$ cat src/rtl/serial_adder.sv
// Bit-serial adder: one fullAdder processes one operand bit pair per clock, LSB first.
// Operands enter and the {cout, sum} result leaves through valid/ready handshakes.
module fullAdder (
    input  logic a_i,
    input  logic b_i,
    input  logic c_i,
    output logic s_o,
    output logic c_o
);
    assign s_o = a_i ^ b_i ^ c_i;
    assign c_o = (a_i & b_i) | (c_i & (a_i ^ b_i));
endmodule

module serial_adder #(
    parameter int unsigned WIDTH = 8
) (
    input  logic             clk,
    input  logic             rst,
    input  logic             in_valid,
    output logic             in_ready,
    input  logic [WIDTH-1:0] a,
    input  logic [WIDTH-1:0] b,
    input  logic             cin,
    output logic             out_valid,
    input  logic             out_ready,
    output logic [WIDTH-1:0] sum,
    output logic             cout,
    output logic             busy
);
    localparam int unsigned CW = (WIDTH > 1) ? $clog2(WIDTH) : 1;

    typedef enum logic [1:0] {IDLE, RUN, DONE} state_t;

    state_t           state_q, state_d;
    logic [CW-1:0]    cnt_q, cnt_d;
    logic             carry_q, carry_d;
    logic [WIDTH-1:0] a_sh_q, a_sh_d;
    logic [WIDTH-1:0] b_sh_q, b_sh_d;
    logic [WIDTH-1:0] sum_q, sum_d;
    logic             fa_s, fa_c;

    fullAdder u_fa (
        .a_i (a_sh_q[0]),
        .b_i (b_sh_q[0]),
        .c_i (carry_q),
        .s_o (fa_s),
        .c_o (fa_c)
    );

    always_ff @(posedge clk or posedge rst) begin
        if (rst) begin
            state_q <= IDLE;
            cnt_q   <= '0;
            carry_q <= 1'b0;
            a_sh_q  <= '0;
            b_sh_q  <= '0;
            sum_q   <= '0;
        end else begin
            state_q <= state_d;
            cnt_q   <= cnt_d;
            carry_q <= carry_d;
            a_sh_q  <= a_sh_d;
            b_sh_q  <= b_sh_d;
            sum_q   <= sum_d;
        end
    end

    always_comb begin
        state_d = state_q;
        cnt_d   = cnt_q;
        carry_d = carry_q;
        a_sh_d  = a_sh_q;
        b_sh_d  = b_sh_q;
        sum_d   = sum_q;
        unique case (state_q)
            IDLE: begin
                if (in_valid) begin
                    a_sh_d  = a;
                    b_sh_d  = b;
                    carry_d = cin;
                    cnt_d   = '0;
                    state_d = RUN;
                end
            end
            RUN: begin
                // Shift form instead of a part-select so WIDTH=1 elaborates cleanly
                a_sh_d  = a_sh_q >> 1;
                b_sh_d  = b_sh_q >> 1;
                sum_d   = (sum_q >> 1) | (WIDTH'(fa_s) << (WIDTH - 1));
                carry_d = fa_c;
                if (cnt_q == CW'(WIDTH - 1)) begin
                    state_d = DONE;
                end else begin
                    cnt_d = cnt_q + CW'(1);
                end
            end
            DONE: begin
                if (out_ready) begin
                    state_d = IDLE;
                end
            end
            default: state_d = IDLE;
        endcase
    end

    assign in_ready  = (state_q == IDLE);
    assign out_valid = (state_q == DONE);
    assign busy      = (state_q != IDLE);
    assign sum       = sum_q;
    assign cout      = carry_q;
endmodule

$ cat config.mk
export PLATFORM = sky130hd
export DESIGN_NAME = serial_adder
export DESIGN_NICKNAME = d
export VERILOG_FILES = /design/src/rtl/serial_adder.sv
export SDC_FILE = /design/constraint.sdc
export NUM_CORES = 1
export LEC_CHECK = 0
export CORE_MARGIN = 2
export CORE_UTILIZATION = 53
export DETAILED_ROUTE_END_ITERATION = 16
export GPL_TIMING_DRIVEN = 0
export PLACE_DENSITY = 0.94
export SLEW_MARGIN = 20
export SYNTH_ARGS = -nofsm -noshare
export SYNTH_HDL_FRONTEND = slang
export SYNTH_SLANG_ARGS = --single-unit
export TNS_END_PERCENT = 20
$ cat constraint.sdc
create_clock -name clk -period 2.1 [get_ports clk]
set_input_delay 0.42 -clock clk [delete_from_list [all_inputs] [get_ports clk]]
set_output_delay 0.42 -clock clk [all_outputs]
set_load 0.05 [all_outputs]
==> results of run 1 <==
-- path summary, 6_finish.rpt --
| kind | startpoint | endpoint | depth (start not counted) |
|---|---|---|---|
| setup / recovery | cout$_DFFE_PP0P_ | cout | 1 |
| max in group asynchronous | rst | a_sh_q[3]$_DFFE_PP0P_ | 2 |
| setup reg to reg | cnt_q[0]$_DFFE_PP0P_ | cnt_q[0]$_DFFE_PP0P_ | 5 |
| hold / removal | rst | sum[1]$_DFFE_PP0N_ | 2 |
| min in group clk | b_sh_q[7]$_DFFE_PP0P_ | b_sh_q[7]$_DFFE_PP0P_ | 2 |
| hold reg to reg | b_sh_q[7]$_DFFE_PP0P_ | b_sh_q[7]$_DFFE_PP0P_ | 2 |
-- area by class of cell --
class	count	area [um2]	share of cell area (%)
multi-input combinational	84	571.8	31.22
inverter	4	17.52	0.9563
clock buffer	7	55.05	3.005
sequential	30	750.7	40.98
buffer	11	91.34	4.986
timing repair buffer	31	302.8	16.53
tap	30	37.54	2.049
clock inverter	1	5.005	0.2732
-- state kept, by name, summed over array words and instances, names as in the netlist --
signal,cells
a_sh_q,8
b_sh_q,8
state_q,2
cnt_q,3
cout,1
sum,8
-- worst register-to-register path, delay by kind of cell (launching register included) --
family / cells / cell delay (ns)
fa+ha+maj: 2 / 0.48
flops: 1 / 0.42
compound gates: 2 / 0.22
simple gates: 1 / 0.20
-- cell usage after synthesis, drive strengths merged --
library cell  count  share of area, %
nor3              1              0.35
clkbuf            1              0.26
dfrtp            30                53
o21ai            10               3.5
nor2              3              0.79
o31ai             1              0.53
ha                2               1.8
nand3             1              0.35
nand2b            2               1.6
o22ai            30                13
fa                1               1.4
buf              10               6.1
mux2              8               7.6
a22oi             2               1.1
nor2b             1              0.44
inv               4               1.1
or2b              1              0.53
a21oi            17               6.0
nand2             4               1.1
-- kinds of logic (layout without fill, tap and decap cells) --
| family | count (synthesis) | count (layout) |
|---|---|---|
| compound gates | 60 | 60 |
| mux | 8 | 8 |
| flops | 30 | 30 |
| simple gates | 13 | 13 |
| buf+inv | 15 | 54 |
| fa+ha+maj | 3 | 3 |
-- metal layers --
metal	routed length [um]	share of wire (%)
met1	1283	41
met2	1650	53
met3	173	5.5
met4	19	0.61
met5	0	0
-- metrics by stage --
step | hold slack [ns] | cells
after floorplan | 0.4754 | 129
after global placement | 0.4875 | 190
after detailed placement | 0.5042 | 190
after CTS | 0.5204 | 198
after global routing | 0.5326 | 198
final | 0.4965 | 198
-- what timing repair did --
action	in CTS	in global routing
endpoints found under the setup margin	3	3
resized for setup	11	5
setup buffers	0	0
hold buffers	0	0
-- report_power, final --
group          switching [uW]  internal, uW  total [uW]  leakage [uW]
sequential                214           851        1070      0.000349
combinational             881           705        1590      0.000385
clock                     191           162         353     0.0000353
==> impl_metrics.toml, run 1 <==
[clocking]
clock-root-buffer = "clkbuf_4"
clock_latency_ns = 0.32
clkTransAtPathRegs_ns = 0.09
tritoncts = "done"
cts_buffer_depth = 2
numCtsBuffers = 5
htree_levels = 2
clock_sinks = 30

[grt]
grt_pass1_wl_um = 5271
use_met1_pct = 26.30
use_met3_pct = 5.814
gr-usage-all-layers_pct = 21.91
antenna_found_initial = 0
grt_overflow = 0
grt.busiest_layer = "met2"
grt_max_degree = 31
grt_pass1_vias = 1179
grtUsageMet2_pct = 38.61

[layout]
finalInstanceArea_mm2 = 0.001832
finish.utilization_pct = 72.62
mostFrequentLayoutCells = "o22ai_1 (30), dfrtp_1 (30), clkdlybuf4s50_1 (28)"
syn_to_final_growth_pct = 28.20
fin_nets = 191
layout-drive-gt1-share_pct = 19.05
n_fill_cell = 182
diodes = 0

[die]
die_h_um = 55.92
fp.dieW_um = 55.92
start_util_pct = 56.65
ios = 33
core_area_mm2 = 0.002522
die_area_mm2 = 0.003127
num_rows = 18

[worst_setup_path]
path_max_fanout = 4
endpoint_kind = "output port"
cp_slowest_cell = "clkdlybuf4s50_1"
max_stage_delay_ns = 0.83
cp.required_ns = 1.68
critPathLaunchType = "register"
cp_top_family = "buffers and inverters"
crit_chain = "clkdlybuf4s50_1"
setup.worst_path.class = "reg2out"
cp.arrival_ns = 1.58
rrSetupSlack_ns = 0.70
critPathBufInv = 1

[synthesis]
synth-adder-area-share_pct = 3.152
synth.area.mux_share_pct = 7.618
yosysSeqAreaShare_pct = 52.54
yosysUniqueCellTypes = 25
synthesis.nets = 153
synthCells = 129
yosys.area_share.simple_pct = 5.079
synth_xor_area_share_pct = 0
synth_compound_gate_area_share_pct = 24.17
avgSynthCellArea_um2 = 11.08
synth_top_family_by_area = "compound AO/OA/AOI/OAI gates"
synth_seq_cells = 30
yosys_warnings = 0
syn_area_mm2 = 0.001429

[route]
drtPass1Iterations = 4
post-route-drc-count = 0
routedWlPerCell_um = 15.79
vias_per_cell = 5.879
wirelength_um = 3127
ant_nets = 0
drt_iter0_markers = 49
vias = 1164

[power_and_ir_drop]
ir_drop_mv = 1.152
powerDensity_mw_per_mm2 = 1640
total_power_uw = 3005
p_leak_uw = 0.0007693

[timing]
hold_violations = 0
slew_headroom_pct = 59.73
slew_violations = 0
setup_viol = 0
rsz0062_at_grt = "false"
fin_crit_sh_pct = 95.25
worst_pin_slew_ns = 0.6032
fin_worst_skew_ns = 0.005859
finalSetupTns_ns = 0
min_period_ns = 2.000
worst_slack_ns = 0.09983
max_freq_mhz = 500.0

[place]
dp_worst_setup_slack_ns = -0.1383
port_buffers = 31
gp_congestion = 0.7591
dpl_cell_area_mm2 = 0.001777
dp_hpwl_um = 2247

[hold_path]
hold_class = "in2async"

[status]
outcome = "completed"

[run]
drv_cap = 0
No activity file was read; power rests on OpenSTA's default activity.
==> run 2: changes to the inputs <==
--- a/config.mk
+++ b/config.mk
@@ -6,10 +6,10 @@
 export NUM_CORES = 1
 export LEC_CHECK = 0
 export CORE_MARGIN = 2
-export CORE_UTILIZATION = 53
+export CORE_UTILIZATION = 50
 export DETAILED_ROUTE_END_ITERATION = 16
 export GPL_TIMING_DRIVEN = 0
-export PLACE_DENSITY = 0.94
+export PLACE_DENSITY = 0.9
 export SLEW_MARGIN = 20
 export SYNTH_ARGS = -nofsm -noshare
 export SYNTH_HDL_FRONTEND = slang
==> run 2 against run 1 <==
Critical path depth increased by 5. Fmax decreased by 1.9%. Via count increased by 3.8%. Highest routed layer unchanged. Power increased by 0.20%. Critical path type unchanged. Largest cell class unchanged. Wire length increased by 5.5%. Sequential share of layout area increased by 0.14 points. Combinational power about the same.
==> impl_metrics.toml, run 2 (same netlist as run 1, synthesis figures left out) <==
[die]
core_area_mm2 = 0.002734
start_util_pct = 52.27
ios = 33
die_h_um = 57.46
num_rows = 19
fp.dieW_um = 57.46
die_area_mm2 = 0.003301

[timing]
worst_pin_slew_ns = 0.6224
setup_viol = 0
hold_violations = 0
slew_violations = 0
fin_crit_sh_pct = 97.06
slew_headroom_pct = 58.44
max_freq_mhz = 490.6
fin_worst_skew_ns = 0.009222
whs_ns = 0.4742
worst_slack_ns = 0.06183
rsz0062_at_grt = "true"
min_period_ns = 2.038

[worst_setup_path]
ff2ff_path_depth = 5
max_stage_delay_ns = 0.41
cp.arrival_ns = 1.62
r2r-start = "cnt_q[0]$_DFFE_PP0P_"
critPathBufInv = 5
setup.worst_path.class = "reg2out"
r2r-end = "cnt_q[1]$_DFFE_PP0P_"
cp.required_ns = 1.68
path_common_cell = "buf_4"
cp_top_family = "buffers and inverters"
path_max_fanout = 10
crit_chain = "buf_4 -> inv_2 -> buf_4 -> nand2_1 -> inv_1 -> clkbuf_4"
critPathLaunchType = "register"
endpoint_kind = "output port"
cp_slowest_cell = "dfrtp_1"
rrSetupSlack_ns = 0.71

[clocking]
clock_sinks = 30
clkTransAtPathRegs_ns = 0.09
clock_latency_ns = 0.33
hold_buffers = 0
numCtsBuffers = 5
htree_levels = 2
cts_buffer_depth = 2
tritoncts = "done"
clock-root-buffer = "clkbuf_4"

[layout]
syn_to_final_growth_pct = 27.76
fin_nets = 191
layout-drive-gt1-share_pct = 19.05
finalInstanceArea_mm2 = 0.001826
diodes = 0
n_fill_cell = 223
mostFrequentLayoutCells = "o22ai_1 (30), dfrtp_1 (30), clkdlybuf4s50_1 (28)"

[route]
wirelength_um = 3300
drt_iter0_markers = 31
routedWlPerCell_um = 16.58
drtPass1Iterations = 4
post-route-drc-count = 0
vias = 1208
ant_nets = 0
vias_per_cell = 6.070

[place]
dp_worst_setup_slack_ns = -0.1363
gp_congestion = 0.7977
dpl_cell_area_mm2 = 0.001778
dp_hpwl_um = 2357
port_buffers = 31

[grt]
grt_overflow = 0
antenna_found_initial = 0
grt_max_degree = 31
grt_pass1_wl_um = 5554
grt_pass1_vias = 1236
gr-usage-all-layers_pct = 22.60

[power_and_ir_drop]
powerDensity_mw_per_mm2 = 1649
total_power_uw = 3011
ir_drop_mv = 1.134
p_leak_uw = 0.0007696

[hold_path]
hold_class = "in2async"

[status]
outcome = "completed"

[run]
drv_cap = 0
## run 2: cell count changes in the layout (fill, tap and decap cells not counted)
cell	before	now
buf_2	4	5
clkdlybuf4s18_2	1	0
inv_2	1	2
inv_4	1	0
## run 2: area by class of cell
| cell class | count | area, um2 | area share [%] |
|---|---|---|---|
| Inverter | 4 | 15.01 | 0.8225 |
| Sequential cell | 30 | 750.7 | 41.12 |
| Clock buffer | 7 | 55.05 | 3.016 |
| Tap cell | 31 | 38.79 | 2.125 |
| Buffer | 11 | 91.34 | 5.003 |
| Clock inverter | 1 | 5.005 | 0.2742 |
| Multi-Input combinational cell | 84 | 571.8 | 31.32 |
| Timing Repair Buffer | 31 | 297.8 | 16.31 |
## run 2: per-stage QoR
stage | cells | utilization (%) | TNS [ns]
final | 199 | 66.77 | 0
after floorplan | 129 | - | 0
after global placement | 191 | 65.03 | -0.1594
after global routing | 199 | 66.77 | -0.04061
after detailed placement | 191 | 65.03 | -0.1363
after CTS | 199 | 67.14 | -0.01721
## run 2: worst max-delay path by stage
stage | from | to | slack, ns | cells past startpoint
floorplan | state_q[1]$_DFFE_PP0P_ | in_ready | 0.13 | 5
global placement | state_q[1]$_DFFE_PP0P_ | in_ready | -0.13 | 6
detailed placement | state_q[1]$_DFFE_PP0P_ | in_ready | -0.14 | 6
CTS | state_q[1]$_DFFE_PP0P_ | busy | -0.02 | 5
global route | state_q[1]$_DFFE_PP0P_ | in_ready | -0.04 | 6
finish | state_q[1]$_DFFE_PP0P_ | in_ready | 0.06 | 6
## run 2: report_power, final
| part | internal (uW) | total [uW] | switching [uW] |
|---|---|---|---|
| registers | 851 | 1060 | 209 |
| clock network | 162 | 357 | 196 |
| logic | 706 | 1590 | 887 |
## run 2: routing by layer
layer	global-route usage, %	vias to the layer above	part of all wire [%]
met3	8.390	6	6.8
met5	0	-	0
met1	26.19	588	39
met2	39.29	52	53
li1	-	562	-
met4	5.980	0	1.1
## run 2: worst register-to-register path, stage by stage, from the launching register on
cell	delay [ns]
dfrtp_1	0.42
ha_1	0.21
ha_1	0.26
nor2_1	0.17
a22oi_1	0.09
o21ai_0	0.17
## run 2: timing repair
item,CTS,global route
setup buffers,0,0
endpoints found under the setup margin,3,3
pin swaps,0,0
resized for setup,11,5
gates cloned,0,0
==> run 3: changes to the inputs <==
--- a/config.mk
+++ b/config.mk
@@ -5,10 +5,12 @@
 export SDC_FILE = /design/constraint.sdc
 export NUM_CORES = 1
 export LEC_CHECK = 0
+export ABC_CLOCK_PERIOD_IN_PS = 2100
 export CORE_MARGIN = 2
 export CORE_UTILIZATION = 50
 export DETAILED_ROUTE_END_ITERATION = 16
 export GPL_TIMING_DRIVEN = 0
+export HOLD_SLACK_MARGIN = 0.05
 export PLACE_DENSITY = 0.9
 export SLEW_MARGIN = 20
 export SYNTH_ARGS = -nofsm -noshare
==> results of run 3 <==
Final layout, timing and power as in run 2 (identical DEF).
